**src/rtl/memory_stage_if.sv**
```systemverilog
`default_nettype none
// ============================================================================
// Module   : memory_stage_if
// Brief    : Data-memory request/response bus between the memory stage and
//            the data memory.
// Revision : 1.0 - initial release
// ============================================================================
interface memory_stage_if;
    logic        dmem_req_valid;
    logic        dmem_req_ready;
    logic        dmem_we;
    logic [31:0] dmem_addr;
    logic [31:0] dmem_wdata;
    logic [3:0]  dmem_wstrb;
    logic        dmem_rsp_valid;
    logic [31:0] dmem_rdata;

    modport master (
        output dmem_req_valid, dmem_we, dmem_addr, dmem_wdata, dmem_wstrb,
        input  dmem_req_ready, dmem_rsp_valid, dmem_rdata
    );

    modport slave (
        input  dmem_req_valid, dmem_we, dmem_addr, dmem_wdata, dmem_wstrb,
        output dmem_req_ready, dmem_rsp_valid, dmem_rdata
    );
endinterface
`default_nettype wire

```
**src/rtl/memory_stage.sv**
```systemverilog
`default_nettype none
// ============================================================================
// Module   : memory_stage
// Brief    : Pipeline memory stage: issues data-memory accesses for loads and
//            stores, formats load data and selects the writeback value.
// Revision : 1.0 - initial release
// ============================================================================
module memory_stage (
    input  wire         clk,
    input  wire         rst_n,
    input  wire  [31:0] PC_x,
    input  wire  [31:0] inst_x,
    input  wire  [31:0] ALU_out,
    input  wire  [31:0] write_data,
    input  wire         valid_x,
    output logic        stall_m,
    memory_stage_if.master bus,
    output logic        valid_m,
    output logic [31:0] PC_m,
    output logic [31:0] inst_m,
    output logic [31:0] wb_data,
    output logic [4:0]  rd_m,
    output logic        RegWE_m,
    output logic        misalign_m
);

    localparam logic [6:0] c_OP_LOAD   = 7'b0000011;
    localparam logic [6:0] c_OP_STORE  = 7'b0100011;
    localparam logic [6:0] c_OP_JAL    = 7'b1101111;
    localparam logic [6:0] c_OP_JALR   = 7'b1100111;
    localparam logic [6:0] c_OP_BRANCH = 7'b1100011;

    typedef enum logic [1:0] {
        S_IDLE = 2'd0,
        S_REQ  = 2'd1,
        S_WAIT = 2'd2,
        S_DONE = 2'd3
    } state_t;

    state_t r_state;
    state_t w_state_nxt;

    logic [31:0] r_pc;
    logic [31:0] r_inst;
    logic [31:0] r_alu;
    logic [31:0] r_wdata;
    logic        r_valid;
    logic [31:0] r_ld_data;

    // Only meaningful for load/store opcodes; callers gate with the mem decode.
    function automatic logic f_misaligned(input logic [6:0] op, input logic [2:0] f3,
                                          input logic [1:0] off);
        logic l_half;
        logic l_byte;
        l_half = ((op == c_OP_LOAD)  && (f3[1:0] == 2'b01)) ||
                 ((op == c_OP_STORE) && (f3 == 3'b001));
        l_byte = ((op == c_OP_LOAD)  && (f3[1:0] == 2'b00)) ||
                 ((op == c_OP_STORE) && (f3 == 3'b000));
        f_misaligned = l_half ? off[0] : (!l_byte && (off != 2'b00));
    endfunction

    logic       w_x_mem;
    logic       w_x_mis;
    logic [6:0] w_op;
    logic [2:0] w_f3;
    logic [1:0] w_off;
    logic       w_is_load;
    logic       w_is_store;
    logic       w_is_mem;
    logic       w_mis;

    assign w_x_mem    = (inst_x[6:0] == c_OP_LOAD) || (inst_x[6:0] == c_OP_STORE);
    assign w_x_mis    = f_misaligned(inst_x[6:0], inst_x[14:12], ALU_out[1:0]);
    assign w_op       = r_inst[6:0];
    assign w_f3       = r_inst[14:12];
    assign w_off      = r_alu[1:0];
    assign w_is_load  = (w_op == c_OP_LOAD);
    assign w_is_store = (w_op == c_OP_STORE);
    assign w_is_mem   = w_is_load || w_is_store;
    assign w_mis      = w_is_mem && f_misaligned(w_op, w_f3, w_off);

    // The next state is decided from the execute slot on every capture edge.
    always_comb begin
        w_state_nxt        = r_state;
        stall_m            = 1'b0;
        valid_m            = 1'b0;
        bus.dmem_req_valid = 1'b0;
        case (r_state)
            S_IDLE, S_DONE: begin
                valid_m     = (r_state == S_DONE) ? 1'b1 : r_valid;
                w_state_nxt = (valid_x && w_x_mem && !w_x_mis) ? S_REQ : S_IDLE;
            end
            S_REQ: begin
                stall_m            = 1'b1;
                bus.dmem_req_valid = 1'b1;
                if (bus.dmem_req_ready) begin
                    w_state_nxt = w_is_store ? S_DONE : S_WAIT;
                end
            end
            S_WAIT: begin
                stall_m = 1'b1;
                if (bus.dmem_rsp_valid) begin
                    w_state_nxt = S_DONE;
                end
            end
            default: w_state_nxt = S_IDLE;
        endcase
    end

    always_ff @(posedge clk or negedge rst_n) begin
        if (!rst_n) begin
            r_state <= S_IDLE;
        end else begin
            r_state <= w_state_nxt;
        end
    end

    logic [7:0]  w_ld_byte;
    logic [15:0] w_ld_half;
    logic [31:0] w_ld_fmt;

    always_comb begin
        w_ld_byte = bus.dmem_rdata[7:0];
        case (w_off)
            2'd0:    w_ld_byte = bus.dmem_rdata[7:0];
            2'd1:    w_ld_byte = bus.dmem_rdata[15:8];
            2'd2:    w_ld_byte = bus.dmem_rdata[23:16];
            default: w_ld_byte = bus.dmem_rdata[31:24];
        endcase
        w_ld_half = w_off[1] ? bus.dmem_rdata[31:16] : bus.dmem_rdata[15:0];
        case (w_f3)
            3'b000:  w_ld_fmt = {{24{w_ld_byte[7]}}, w_ld_byte};
            3'b100:  w_ld_fmt = {24'd0, w_ld_byte};
            3'b001:  w_ld_fmt = {{16{w_ld_half[15]}}, w_ld_half};
            3'b101:  w_ld_fmt = {16'd0, w_ld_half};
            default: w_ld_fmt = bus.dmem_rdata;
        endcase
    end

    always_ff @(posedge clk or negedge rst_n) begin
        if (!rst_n) begin
            r_pc      <= 32'd0;
            r_inst    <= 32'd0;
            r_alu     <= 32'd0;
            r_wdata   <= 32'd0;
            r_valid   <= 1'b0;
            r_ld_data <= 32'd0;
        end else begin
            if (!stall_m) begin
                r_pc    <= PC_x;
                r_inst  <= inst_x;
                r_alu   <= ALU_out;
                r_wdata <= write_data;
                r_valid <= valid_x;
            end
            if ((r_state == S_WAIT) && bus.dmem_rsp_valid) begin
                r_ld_data <= w_ld_fmt;
            end
        end
    end

    logic [3:0]  w_strb;
    logic [31:0] w_st_data;

    always_comb begin
        case (w_f3)
            3'b000: begin
                w_strb    = 4'b0001 << w_off;
                w_st_data = {4{r_wdata[7:0]}};
            end
            3'b001: begin
                w_strb    = 4'b0011 << w_off;
                w_st_data = {2{r_wdata[15:0]}};
            end
            default: begin
                w_strb    = 4'b1111;
                w_st_data = r_wdata;
            end
        endcase
    end

    // Request fields derive only from the stage register, so they hold steady while stalled.
    assign bus.dmem_addr  = {r_alu[31:2], 2'b00};
    assign bus.dmem_we    = (r_state == S_REQ) && w_is_store;
    assign bus.dmem_wstrb = bus.dmem_we ? w_strb : 4'b0000;
    assign bus.dmem_wdata = w_st_data;

    assign PC_m       = r_pc;
    assign inst_m     = r_inst;
    assign rd_m       = r_inst[11:7];
    assign misalign_m = r_valid && w_mis;

    always_comb begin
        if (w_is_load) begin
            wb_data = r_ld_data;
        end else if ((w_op == c_OP_JAL) || (w_op == c_OP_JALR)) begin
            wb_data = r_pc + 32'd4;
        end else begin
            wb_data = r_alu;
        end
    end

    assign RegWE_m = valid_m && !w_is_store && (w_op != c_OP_BRANCH) &&
                     (rd_m != 5'd0) && !misalign_m;

endmodule
`default_nettype wire
```
**src/flat_wrapper.sv**
```systemverilog
// flat-port wrapper written by rule: the top's interface ports become plain ports
module memory_stage_flat 
  (clk, rst_n, PC_x, inst_x, ALU_out, write_data, valid_x, stall_m, valid_m, PC_m, inst_m, wb_data, rd_m, RegWE_m, misalign_m, bus_dmem_req_valid, bus_dmem_we, bus_dmem_addr, bus_dmem_wdata, bus_dmem_wstrb, bus_dmem_req_ready, bus_dmem_rsp_valid, bus_dmem_rdata);
  memory_stage_if bus_i ();
  input  wire clk;
  input  wire rst_n;
  input  wire  [31:0] PC_x;
  input  wire  [31:0] inst_x;
  input  wire  [31:0] ALU_out;
  input  wire  [31:0] write_data;
  input  wire valid_x;
  output logic stall_m;
  output logic valid_m;
  output logic [31:0] PC_m;
  output logic [31:0] inst_m;
  output logic [31:0] wb_data;
  output logic [4:0] rd_m;
  output logic RegWE_m;
  output logic misalign_m;
  output wire logic [$bits(bus_i.dmem_req_valid)-1:0] bus_dmem_req_valid;
  output wire logic [$bits(bus_i.dmem_we)-1:0] bus_dmem_we;
  output wire logic [$bits(bus_i.dmem_addr)-1:0] bus_dmem_addr;
  output wire logic [$bits(bus_i.dmem_wdata)-1:0] bus_dmem_wdata;
  output wire logic [$bits(bus_i.dmem_wstrb)-1:0] bus_dmem_wstrb;
  input wire logic [$bits(bus_i.dmem_req_ready)-1:0] bus_dmem_req_ready;
  input wire logic [$bits(bus_i.dmem_rsp_valid)-1:0] bus_dmem_rsp_valid;
  input wire logic [$bits(bus_i.dmem_rdata)-1:0] bus_dmem_rdata;
  assign bus_dmem_req_valid = bus_i.dmem_req_valid;
  assign bus_dmem_we = bus_i.dmem_we;
  assign bus_dmem_addr = bus_i.dmem_addr;
  assign bus_dmem_wdata = bus_i.dmem_wdata;
  assign bus_dmem_wstrb = bus_i.dmem_wstrb;
  assign bus_i.dmem_req_ready = bus_dmem_req_ready;
  assign bus_i.dmem_rsp_valid = bus_dmem_rsp_valid;
  assign bus_i.dmem_rdata = bus_dmem_rdata;
  memory_stage u_core (.clk(clk), .rst_n(rst_n), .PC_x(PC_x), .inst_x(inst_x), .ALU_out(ALU_out), .write_data(write_data), .valid_x(valid_x), .stall_m(stall_m), .bus(bus_i), .valid_m(valid_m), .PC_m(PC_m), .inst_m(inst_m), .wb_data(wb_data), .rd_m(rd_m), .RegWE_m(RegWE_m), .misalign_m(misalign_m));
endmodule
```
**config.mk**
```make
export PLATFORM = sky130hd
export DESIGN_NAME = memory_stage_flat
export DESIGN_NICKNAME = d
export VERILOG_FILES = /design/src/rtl/memory_stage_if.sv /design/src/rtl/memory_stage.sv /design/src/flat_wrapper.sv
export SDC_FILE = /design/constraint.sdc
export NUM_CORES = 1
export LEC_CHECK = 0
export ABC_CLOCK_PERIOD_IN_PS = 2800
export CORE_AREA = 3 3 119 178
export DETAILED_ROUTE_END_ITERATION = 16
export DIE_AREA = 0 0 122 181
export PLACE_DENSITY = 0.8
export SLEW_MARGIN = 30
export SYNTH_ARGS = -nofsm -noshare
export SYNTH_HDL_FRONTEND = slang
export SYNTH_SLANG_ARGS = --single-unit
```
**constraint.sdc**
```tcl
create_clock -name clk -period 2.8 [get_ports clk]
set_input_delay 0.56 -clock clk [delete_from_list [all_inputs] [get_ports clk]]
set_output_delay 0.56 -clock clk [all_outputs]
set_load 0.02 [all_outputs]
```
==> results of run 1 <==
==> layer usage <==
layer,part of all wire,GRT usage,vias to the layer above
li1,-,-,3491
met1,0.34,0.294,3827
met5,0,0,-
met2,0.52,0.480,387
met3,0.075,0.0689,101
met4,0.074,0.196,0
==> layout make-up <==
type	count	area, um^2
clock inverters	14	153
well taps	260	325
repair buffers	426	4130
clock buffers	18	439
diodes	4	10.0
flip-flops and latches	163	4080
fillers	1469	6450
inverters	17	63.8
multi-input cells	526	4130
==> cell usage after synthesis (3+ instances only) <==
cell type	count	area share
dfrtp_1	163	0.47
mux2_2	136	0.18
nand2_1	70	0.030
o21ai_0	57	0.033
nor2_1	46	0.020
buf_4	45	0.039
a21oi_1	39	0.023
clkbuf_1	35	0.015
mux2i_1	23	0.027
a22oi_1	22	0.019
xnor2_1	22	0.022
inv_1	17	0.0074
o22ai_1	16	0.012
nand3_1	9	0.0052
nor2b_1	9	0.0065
nor3b_1	8	0.0070
nor4_2	7	0.010
o21ai_1	7	0.0041
buf_2	6	0.0035
nand4_1	6	0.0044
buf_1	5	0.0022
buf_6	5	0.0065
nor3_1	5	0.0029
xor2_1	5	0.0051
ha_1	4	0.0058
and3_1	3	0.0022
nor4_1	3	0.0022
==> flip-flops by register name, indices dropped and copies added (netlist names) <==
signal / cells
u_core.r_wdata: 32
u_core.r_ld_data: 32
u_core.r_alu: 32
u_core.PC_m: 32
u_core.inst_m: 32
u_core.r_valid: 1
u_core.r_state: 2
==> power groups by stage <==
stage          registers (mW)  clock network, mW  logic (mW)
3_5_place_dp             4.80                  0        11.0
6_report                 4.84               2.37        11.0
5_1_grt                  4.96               2.53        11.6
2_1_floorplan            5.01                  0        6.01
3_3_place_gp             4.75                  0        10.8
4_1_cts                  4.79               2.41        10.8
==> worst max-delay path by stage <==
stage | endpoint | slack [ps] | depth (start not counted)
2_1_floorplan | RegWE_m | 70 | 8
3_5_place_dp | wb_data[12] | -130 | 8
6_report | wb_data[31] | -70 | 8
4_1_cts | wb_data[18] | -60 | 8
5_1_grt | wb_data[21] | -170 | 8
3_3_place_gp | wb_data[12] | -110 | 8
==> metrics by stage <==
step	instance area [um^2]	worst slack, ps
final	13300	-66.6
after global placement	12400	-109
after floorplan	8620	71.8
after global routing	13300	-173
after CTS	13100	-63.8
after detailed placement	12400	-128
==> timing repair <==
action	in CTS	in global routing
buffers inserted	5	13
pin swaps	7	17
gates resized for setup	196	83
gates cloned	3	2
setup endpoints to repair	58	40
==> critical path, cell delays in order, from the launching register on <==
cell and delay (ps):
dfrtp_1 400, nor3_2 230, nor4b_4 240, buf_6 160, nor2_4 80, buf_12 150, buf_6 120, a221o_1 350
buf_6 150
==> logic make-up (layout without fill, tap and decap cells) <==
family / count (synthesis) / count (layout) / synth area share
AOI/OAI and AO/OA: 150 / 150 / 0.101
other: 1 / 6 / 0.000435
adders and majority gates: 4 / 4 / 0.00581
DFF: 163 / 163 / 0.473
xor gates and xnor gates: 27 / 27 / 0.0274
muxes: 160 / 160 / 0.207
buffers and inverters: 113 / 475 / 0.0741
and+or+nand+nor: 183 / 183 / 0.111
==> results.sh, run 1 <==
export IMPL_r2r_start="u_core.r_alu[1]"
export IMPL_avgSynthCellArea_um2=10.8
export IMPL_run_status="finished with violations"
export IMPL_grt_max_degree=141
export IMPL_final_cells=1428
export IMPL_synth_cell_type_count=51
export IMPL_fin_crit_sh=1.02
export IMPL_grt_total_usage=0.279
export IMPL_max_clock_freq_ghz=0.349
export IMPL_die_area_mm2=0.0221
export IMPL_cp_end_kind="output port"
export IMPL_dpl_cell_count=1375
export IMPL_cts_tree="done"
export IMPL_clock_sinks=163
export IMPL_intPower_mw=10.4
export IMPL_synth_main_ff_cell="dfrtp_1"
export IMPL_die_x_um=122
export IMPL_tns_ps=-255
export IMPL_ant_nets=0
export IMPL_cp_data_required_time_ps=2240
export IMPL_grt_pass1_vias=8007
export IMPL_synth_cells=801
export IMPL_power_leakage_nw=5.68
export IMPL_pwr_share_seq=0.266
export IMPL_area_growth_pct=54.8
export IMPL_crit_fanout=6
export IMPL_fin_ws_ps=-66.6
export IMPL_worst_setup_path_type="flop to output port"
export IMPL_synth_async_reset_ratio=1.00
export IMPL_rows=63
export IMPL_comb_power_share=0.603
export IMPL_rsz0062_at_grt="true"
export IMPL_layout_common_cells="clkdlybuf4s50_1, dfrtp_1, mux2_2"
export IMPL_yosysSeqAreaShare=0.473
export IMPL_p_per_area_mw_per_mm2=1360
export IMPL_antenna_found_initial=4
export IMPL_place_detailed_hpwl_um=22900
export IMPL_ys_ff_latch=163
export IMPL_final_util=0.674
export IMPL_slew_viol_final=0
export IMPL_ys_warn_count=0
export IMPL_gr_total_overflow=0
export IMPL_drt_iter0_drc=436
export IMPL_worstPathArrival_ps=2310
export IMPL_r2r_end="u_core.r_ld_data[20]"
export IMPL_io_pins=340
export IMPL_cts_buffers=17
export IMPL_period_minus_slack_ps=2870
export IMPL_clkSlewWorstSetupHoldPaths_ps=70
export IMPL_fp_dieH_um=181
export IMPL_layout_commonest_cell="clkdlybuf4s50_1"
export IMPL_clock_path_buffers=2
export IMPL_wl_per_cell_um=22.0
export IMPL_power_mw=18.2
export IMPL_worst_hold_slack_ps=89.4
export IMPL_clk_insertion_delay_late_ps=430
export IMPL_skew_ps=9.90
export IMPL_crit_start="u_core.inst_m[3]"
export IMPL_viasPerCell=5.47
export IMPL_drive_gt1_frac=0.290
export IMPL_cts_hold_buf=0
export IMPL_setup_violations=7
export IMPL_firstDrtPassIters=5
export IMPL_r2r_cells=5
export IMPL_drv_cap=0
export IMPL_regToRegSetupSlack_ps=590
export IMPL_grt_pass1_wl_um=46500
export IMPL_initial_core_util=0.435
export IMPL_drt_drc_violations_left=0
export IMPL_globalplace_congestion=1.05
export IMPL_nets=1320
export IMPL_ir_worst_vdd_mv=1.30
export IMPL_power_switching_mw=7.81
export IMPL_worstMarginPinSlew_ps=805
export IMPL_htreeDepth=4
export IMPL_vias=7806
export IMPL_cts_root_buffer="clkbuf_16"
export IMPL_violations="negative setup slack"
export IMPL_start_kind="flop"
export IMPL_switching_share=0.430
export IMPL_slew_headroom=0.464
export IMPL_p_clk_frac=0.130
export IMPL_synth_edff_count=0
export IMPL_wl_um=31300
export IMPL_min_path_type="input port to async pin"
export IMPL_hold_viol=0
export IMPL_core_area_mm2=0.0198
export IMPL_port_buffers=337
export IMPL_syn_area_mm2=0.00862
Power figures use the tool's default switching activity.
==> run 2, diff against run 1 <==
Settings changed: ABC_AREA set to 1, CORE_AREA 3 3 119 178 to 3 3 121 181, DIE_AREA 0 0 122 181 to 0 0 124 184, PLACE_DENSITY 0.8 to 0.81.
==> run 2 against run 1 <==
Compared with the run above:
- the run now ends clean
- sequential cell count unchanged
- sequential share of layout area is 0.090 points lower
- setup slack better by 94 ps
- combinational power about the same
- utilization is 1.8 points lower
- synthesized cell count is 61% higher
- non-clock buffer count down 41
- first-iteration DRC count up 45%
- wire length increased by 11%
- register-to-register slack got worse by 40 ps
- clock power shrank 4%
- largest power group unchanged
==> results.sh, run 2 <==
export IMPL_tns_ps=0
export IMPL_clock_path_buffers=2
export IMPL_cts_root_buffer="clkbuf_16"
export IMPL_min_path_type="input port to async pin"
export IMPL_yosys_area_top_type_share=0.439
export IMPL_crit_fanout=5
export IMPL_worstMarginPinSlew_ps=939
export IMPL_drive_gt1_frac=0.124
export IMPL_crit_family="compound AO/OA/AOI/OAI gates"
export IMPL_io_pins=340
export IMPL_ys_ff_latch=163
export IMPL_synth_area_leader_cell="dfrtp_1"
export IMPL_num_antenna_cells=0
export IMPL_fp_dieH_um=184
export IMPL_comb_power_share=0.607
export IMPL_hold_viol=0
export IMPL_pwr_share_seq=0.264
export IMPL_cp_data_required_time_ps=2240
export IMPL_power_mw=17.7
export IMPL_nets=1763
export IMPL_critPathSlowestCell="dfrtp_1"
export IMPL_regArea_mm2=0.00410
export IMPL_port_buffers=337
export IMPL_syn_area_mm2=0.00929
export IMPL_synth_cell_type_count=41
export IMPL_drt_iter0_drc=634
export IMPL_place_detailed_hpwl_um=26500
export IMPL_core_area_mm2=0.0205
export IMPL_synth_main_ff_cell="dfrtp_1"
export IMPL_grt_max_degree=219
export IMPL_fin_crit_sh=0.990
export IMPL_final_util=0.656
export IMPL_synthTopCellsByCount="nand2_1, o21ai_0, dfrtp_1, inv_1, nor2_1"
export IMPL_synth_edff_count=0
export IMPL_wl_per_cell_um=18.7
export IMPL_ir_worst_vdd_mv=1.52
export IMPL_slew_headroom=0.374
export IMPL_area_growth_pct=44.8
export IMPL_worstPathArrival_ps=2210
export IMPL_clk_insertion_delay_late_ps=430
export IMPL_run_status="completed"
export IMPL_worst_setup_path_type="flop to output port"
export IMPL_p_clk_frac=0.129
export IMPL_grt_total_usage=0.302
export IMPL_path_cells="ha_4, inv_1, nor2_4, nand2_2, nor2_4, a21oi_2, o21ai_2, a21oi_2, buf_2"
export IMPL_p_per_area_mw_per_mm2=1320
export IMPL_synth_area_leaders="dfrtp_1, nand2_1, o21ai_0"
export IMPL_ant_nets=0
export IMPL_final_cells=1871
export IMPL_synth_cells=1290
export IMPL_rsz0062_at_grt="true"
export IMPL_slowest_delay_ps=430
export IMPL_die_area_mm2=0.0228
export IMPL_max_clock_freq_ghz=0.361
export IMPL_skew_ps=9.36
export IMPL_slew_viol_final=0
export IMPL_path_buf_inv=2
export IMPL_power_leakage_nw=6.26
export IMPL_rows=64
export IMPL_clkSlewWorstSetupHoldPaths_ps=70
export IMPL_yosysSeqAreaShare=0.439
export IMPL_antenna_found_initial=0
export IMPL_power_switching_mw=8.81
export IMPL_cts_tree="done"
export IMPL_die_x_um=124
export IMPL_htreeDepth=4
export IMPL_drt_drc_violations_left=0
export IMPL_cp_end_kind="output port"
export IMPL_setup_violations=0
export IMPL_cts_buffers=17
export IMPL_dpl_instance_area_mm2=0.0127
export IMPL_avgSynthCellArea_um2=7.20
export IMPL_post_route_cell_area_mm2=0.0134
export IMPL_viasPerCell=5.24
export IMPL_period_minus_slack_ps=2770
export IMPL_dpl_cell_count=1822
export IMPL_wl_um=34900
export IMPL_drv_cap=0
export IMPL_firstDrtPassIters=7
export IMPL_fillCellCount=1811
export IMPL_switching_share=0.498
export IMPL_layout_commonest_cell="nand2_1"
export IMPL_layout_common_cells="nand2_1, clkdlybuf4s50_1, o21ai_0"
export IMPL_globalplace_congestion=1.03
export IMPL_multi_input_area_mm2=0.00416
export IMPL_initial_core_util=0.453
export IMPL_intPower_mw=8.89
export IMPL_gr_total_overflow=0
export IMPL_vias=9810
export IMPL_grt_pass1_vias=9715
export IMPL_yosysMostFrequentCell="nand2_1"
export IMPL_synth_async_reset_ratio=1.00
export IMPL_clock_sinks=163
export IMPL_grt_pass1_wl_um=52200
export IMPL_ys_warn_count=0
export IMPL_cts_hold_buf=0
export IMPL_start_kind="flop"
## run 2: cell types whose count changed in the layout (fill, tap and decap cells not counted), moves of 13 or more
cell      change
buf_4        -43
buf_6        -13
clkbuf_2     +22
dfrtp_1      -16
dfrtp_2      +16
inv_1       +137
mux2_2      -136
mux2i_1      -23
nand2_1     +343
nand3_1      +52
o21ai_0     +114
xnor2_1      -20
## run 2: area by class of cell
| cell class | count | share of cell area |
|---|---|---|
| flip-flops and latches | 163 | 0.305 |
| repair buffers | 385 | 0.272 |
| clock buffers | 19 | 0.0329 |
| inverters | 164 | 0.0465 |
| well taps | 264 | 0.0246 |
| multi-input cells | 863 | 0.310 |
| clock inverters | 13 | 0.00940 |
## run 2: worst paths after layout
path | from | to | slack (ps) | cells past startpoint
setup / recovery | u_core.PC_m[2] | wb_data[14] | 30 | 9
hold / removal | rst_n | u_core.PC_m[19] | 70 | 1
setup reg to reg | u_core.r_state[0] | u_core.r_state[0] | 550 | 7
hold reg to reg | u_core.inst_m[23] | u_core.inst_m[23] | 470 | 2
max in group asynchronous | rst_n | u_core.PC_m[7] | 1970 | 2
min in group clk | u_core.inst_m[23] | u_core.inst_m[23] | 470 | 2
## run 2: per-layer routing
layer | wire [um] | track usage | up-vias | part of all wire
li1 | - | - | 4642 | -
met1 | 12100 | 0.316 | 4584 | 0.35
met2 | 18100 | 0.541 | 467 | 0.52
met3 | 2540 | 0.0739 | 117 | 0.073
met4 | 2160 | 0.171 | 0 | 0.062
met5 | 0 | 0 | - | 0
## run 2: power groups by stage
stage	Combinational (mW)	Clock (mW)	Sequential [mW]
floorplan	6.05	0	4.91
global placement	10.7	0	4.58
detailed placement	10.9	0	4.62
CTS	10.6	2.32	4.62
global route	11.7	2.41	4.80
finish	10.7	2.28	4.67
## run 2: cell families (layout without fill, tap and decap cells)
logic type,Yosys count,after routing,synth area share
buffers and inverters,265,581,0.136
other,1,2,0.000404
flip-flops,163,163,0.439
XOR/XNOR,3,3,0.00283
adder cells (fa/ha/maj),4,4,0.00539
AO/OA/AOI/OAI,266,266,0.152
AND/OR/NAND/NOR,588,588,0.264
## run 2: stage by stage
stage,hold WS [ps],setup slack (ps)
detailed placement,459,-44.5
finish,73.5,27.5
CTS,90.4,-102
global route,97.6,-86.5
global placement,453,-29.2
floorplan,264,282
## run 2: what timing repair did
item                                    CTS  global route
buffers inserted                          3            14
pin swaps                                 2             7
endpoints found under the setup margin   64            45
resized for setup                       110           115
## run 2: worst register-to-register path, cell delays in order, from the launching register on
cell	delay (ps)
dfrtp_1	420
inv_1	100
ha_4	290
buf_12	460
nand2_1	300
nor3_1	330
a21oi_1	100
o21ai_0	180
